==> src/rtl/bcd2gray_rr_arbiter.sv <==
// Round-robin arbiter that shares one BCD-to-Gray converter among N_REQ requesters.
// Optional saturating error counter enabled by defining BCD2GRAY_ARB_ERRCNT_EN.
module bcd2gray_rr_arbiter #(
  parameter int N_REQ = 4,
  parameter int ID_W  = 2
) (
  input  logic                 clk,
  input  logic                 rst,
  input  logic [N_REQ-1:0]     req_valid,
  input  logic [4*N_REQ-1:0]   req_bcd,
  output logic [N_REQ-1:0]     req_ready,
  output logic                 out_valid,
  input  logic                 out_ready,
  output logic [3:0]           out_gray,
  output logic [ID_W-1:0]      out_id,
  output logic                 out_err
`ifdef BCD2GRAY_ARB_ERRCNT_EN
  ,
  input  logic                 err_clr,
  output logic [7:0]           err_cnt
`endif
);

  typedef enum logic {EMPTY, FULL} state_t;

  state_t          state;
  logic [ID_W-1:0] rr_ptr;
  logic            load;
  logic            hi_any, lo_any, gnt_any;
  logic [ID_W-1:0] hi_id, lo_id, gnt_id;
  logic [3:0]      gnt_bcd;
  logic            gnt_bad;

  function automatic logic [3:0] conv(input logic [3:0] d);
    case (d)
      4'd0: conv = 4'b0000;
      4'd1: conv = 4'b0001;
      4'd2: conv = 4'b0011;
      4'd3: conv = 4'b0010;
      4'd4: conv = 4'b0110;
      4'd5: conv = 4'b0111;
      4'd6: conv = 4'b0101;
      4'd7: conv = 4'b0100;
      4'd8: conv = 4'b1100;
      4'd9: conv = 4'b1101;
      default: conv = 4'b1111;
    endcase
  endfunction

  assign load = (state == EMPTY) || out_ready;

  // Wrap-around search: first valid index above rr_ptr, else lowest valid index.
  always_comb begin
    hi_any = 1'b0;
    hi_id  = '0;
    lo_any = 1'b0;
    lo_id  = '0;
    for (int j = 0; j < N_REQ; j++) begin
      if (!hi_any && req_valid[j] && (j > int'(rr_ptr))) begin
        hi_any = 1'b1;
        hi_id  = ID_W'(j);
      end
      if (!lo_any && req_valid[j]) begin
        lo_any = 1'b1;
        lo_id  = ID_W'(j);
      end
    end
    gnt_any = load && lo_any;
    gnt_id  = hi_any ? hi_id : lo_id;
  end

  always_comb begin
    req_ready = '0;
    gnt_bcd   = '0;
    for (int j = 0; j < N_REQ; j++) begin
      if (gnt_id == ID_W'(j)) begin
        req_ready[j] = gnt_any;
        gnt_bcd      = req_bcd[4*j +: 4];
      end
    end
  end

  assign gnt_bad = (gnt_bcd > 4'd9);

  always_ff @(posedge clk or posedge rst) begin
    if (rst) begin
      state     <= EMPTY;
      out_valid <= 1'b0;
      out_gray  <= '0;
      out_id    <= '0;
      out_err   <= 1'b0;
      rr_ptr    <= ID_W'(N_REQ-1);
    end else if (load) begin
      if (gnt_any) begin
        state     <= FULL;
        out_valid <= 1'b1;
        out_gray  <= conv(gnt_bcd);
        out_id    <= gnt_id;
        out_err   <= gnt_bad;
        rr_ptr    <= gnt_id;
      end else begin
        state     <= EMPTY;
        out_valid <= 1'b0;
      end
    end
  end

`ifdef BCD2GRAY_ARB_ERRCNT_EN
  always_ff @(posedge clk or posedge rst) begin
    if (rst)
      err_cnt <= '0;
    else if (err_clr)
      err_cnt <= '0;
    else if (gnt_any && gnt_bad && (err_cnt != 8'hFF))
      err_cnt <= err_cnt + 8'd1;
  end
`endif

endmodule

==> config.mk <==
export PLATFORM = sky130hd
export DESIGN_NAME = bcd2gray_rr_arbiter
export DESIGN_NICKNAME = d
export VERILOG_FILES = /design/src/rtl/bcd2gray_rr_arbiter.sv
export SDC_FILE = /design/constraint.sdc
export NUM_CORES = 1
export LEC_CHECK = 0
export CAP_MARGIN = 20
export CORE_MARGIN = 3
export CORE_UTILIZATION = 42
export DETAILED_ROUTE_END_ITERATION = 8
export HOLD_SLACK_MARGIN = 0.03
export PLACE_DENSITY_LB_ADDON = 0.08
export REMOVE_ABC_BUFFERS = 1
export SLEW_MARGIN = 25
export SYNTH_ARGS = -nofsm -noshare
export SYNTH_HDL_FRONTEND = slang
export SYNTH_SLANG_ARGS = --single-unit
==> constraint.sdc <==
create_clock -name clk -period 7.1 [get_ports clk]
set_clock_uncertainty 0.1 [all_clocks]
set_input_delay 0.71 -clock clk [delete_from_list [all_inputs] [get_ports clk]]
set_output_delay 0.71 -clock clk [all_outputs]
set_load 0.02 [all_outputs]
==> results.json <==
{
  "numCtsBuffers": 3,
  "critPathKind": "in -> out",
  "htree_levels": 1,
  "ys_seq_area_share_pct": 36.1,
  "worstHoldPathType": "reg -> reg",
  "layout-drive-gt1-share_pct": 9.01,
  "setup_violations": 0,
  "crit_required_ns": 6.29,
  "final_common_cell": "clkdlybuf4s50_1",
  "row_count": 14,
  "ctsResizeCount": 0,
  "ys_ff_latch": 10,
  "multi_input_comb_area_um2": 388,
  "grt_max_degree": 12,
  "antenna_found_initial": 0,
  "grt_setup_unrepaired": "no",
  "maxCapViolCount": 0,
  "viasPerCell": 5.29,
  "clkSinkCount": 10,
  "globalRouteTotalUtil_pct": 17.0,
  "min_from": "out_gray[3]$_DFFE_PP0P_",
  "antenna_cells": 0,
  "syn_inst": 76,
  "finalNetCount": 138,
  "grt_pass1_vias": 573,
  "syn_avg_cell_area_um2": 9.22,
  "yosys_warnings": 0,
  "wirelength_um": 1650,
  "r2r-start": "rr_ptr[1]$_DFFE_PP1P_",
  "post_cts_buffers": 0,
  "die_y_um": 46.8,
  "final_cells": 127,
  "cts_root_buffer": "clkbuf_4",
  "port_buffers": 34,
  "cts_tree": "done",
  "die_x_um": 46.8,
  "fmax_ghz": 0.279,
  "ir_drop_uv": 177,
  "maxSlewViolCount": 0,
  "p_leak_nw": 0.483,
  "clkLatencyLatePin_ns": 0.27,
  "grt_pass1_wl_um": 2600,
  "area_delta_synth_final_pct": 50.9,
  "crit_start": "req_valid[3]",
  "layout_common_cells": "34 x clkdlybuf4s50_1, 9 x mux2i_1, 9 x nand2_1, 8 x dfrtp_1, 7 x nor2_1",
  "hold_viol": 0,
  "final-seq-area_um2": 253,
  "finalSetupTns_ns": 0,
  "grt_overflow": 0,
  "dr.pass1.iters": 4,
  "drt.antenna.violating_nets": 0,
  "fillerInstances": 142,
  "power_density_mw_per_mm2": 234,
  "status": "complete, no violations",
  "clk_path_buf_depth": 2,
  "dp.cells": 123,
  "routabilityCongestion": 0.718,
  "die_area_mm2": 0.00219,
  "start_util_pct": 45.5,
  "syn_area_um2": 701,
  "cp-end-kind": "output pin",
  "cts_hold_buf": 0,
  "synth_cell_type_count": 25,
  "wire_per_inst_um": 13.0,
  "hpwl_um": 1320,
  "arrival_ns": 2.77,
  "drt_iter0_drc": 6,
  "fin_crit_sh_pct": 50.4,
  "clk_pin_slew_ns": 0.06,
  "post-route-drc-count": 0,
  "slew_headroom_pct": 62.1,
  "io_pins": 35,
  "crit_path_start_kind": "input port",
  "worst_pin_slew_ns": 0.568,
  "worstPathMaxFanout": 8,
  "period_minus_slack_ns": 3.58,
  "vias": 672,
  "core_region_area_mm2": 0.00154
}
-- sequential cells by signal, indices dropped and copies added, names as in the netlist --
| signal | cells |
|---|---|
| out_gray | 4 |
| out_id | 2 |
| rr_ptr | 2 |
| out_err | 1 |
| state | 1 |
-- routing by layer --
| metal | vias to the layer above | track usage (%) | share of wire, % | routed length, um |
|---|---|---|---|---|
| li1 | 338 | - | - | - |
| met3 | 0 | 8.05 | 6.7 | 111 |
| met1 | 316 | 21.5 | 42 | 691 |
| met5 | - | 0 | 0 | 0 |
| met2 | 18 | 26.6 | 51 | 844 |
| met4 | 0 | 3.31 | 0 | 0 |
-- metrics by stage --
stage	area, um^2	setup WS, ns	utilization [%]	power [mW]	hold slack (ns)
6_report	1060	3.52	68.6	0.247	0.380
3_3_place_gp	1030	3.58	66.9	0.205	0.360
5_1_grt	1060	3.35	68.6	0.266	0.400
2_1_floorplan	663	3.94	-	0.152	0.378
3_5_place_dp	1030	3.53	66.9	0.207	0.369
4_1_cts	1060	3.52	68.6	0.250	0.383
-- worst max-delay path: stages --
cell             delay (ns)
clkdlybuf4s50_1        0.54
nor4_1                 0.10
a21oi_1                0.46
nand2_1                0.21
nor2_1                 0.13
clkdlybuf4s50_1        0.61
-- report_power, final --
| part | internal [mW] | switching, mW |
|---|---|---|
| clock | 0.0217 | 0.0193 |
| combinational | 0.0642 | 0.0600 |
| sequential | 0.0723 | 0.00975 |
-- cell families after synthesis --
logic type               share of synthesized area (%)
adder cells (fa/ha/maj)                           5.36
buffers and inverters                             8.57
AO/OA/AOI/OAI                                     16.1
flip-flops                                        36.1
multiplexers                                      18.2
AND/OR/NAND/NOR                                   15.7
-- cell usage after synthesis (all sizes together) --
cell type  instances  area, um^2
o221a              1        11.3
a31oi              2        12.5
inv                6        22.5
nand3              1        5.00
dfrtp              8         200
ha                 3        37.5
a21o               3        22.5
o21ai              3        15.0
nand2              9        33.8
buf                3        33.8
nor4               1        6.26
nor2b              1        6.26
nor2               7        26.3
a22o               2        17.5
clkbuf             1        3.75
nor3               2        10.0
dfstp              2        52.6
a21oi              5        25.0
o311ai             1        8.76
mux2i              9        90.1
mux2               3        37.5
nand3b             1        7.51
nand2b             1        6.26
or3b               1        8.76
-- path summary, 6_finish.rpt --
path	to	depth (start not counted)	slack (ns)
max	req_ready[3]	6	3.52
min	out_gray[3]$_DFFE_PP0P_	1	0.38
max reg2reg	out_gray[0]$_DFFE_PP0P_	9	4.28
min reg2reg	out_gray[3]$_DFFE_PP0P_	1	0.38
max in group asynchronous	rr_ptr[1]$_DFFE_PP1P_	2	5.98
min in group asynchronous	out_gray[1]$_DFFE_PP0P_	2	0.61
-- layout make-up --
cell class,instances,share of cell area (%)
timing repair buffer,35,32.9
sequential,10,23.9
tap,16,1.89
multi-input combinational,56,36.7
clock buffer,4,2.49
inverter,6,2.13
(Power assumes the default switching activity.)
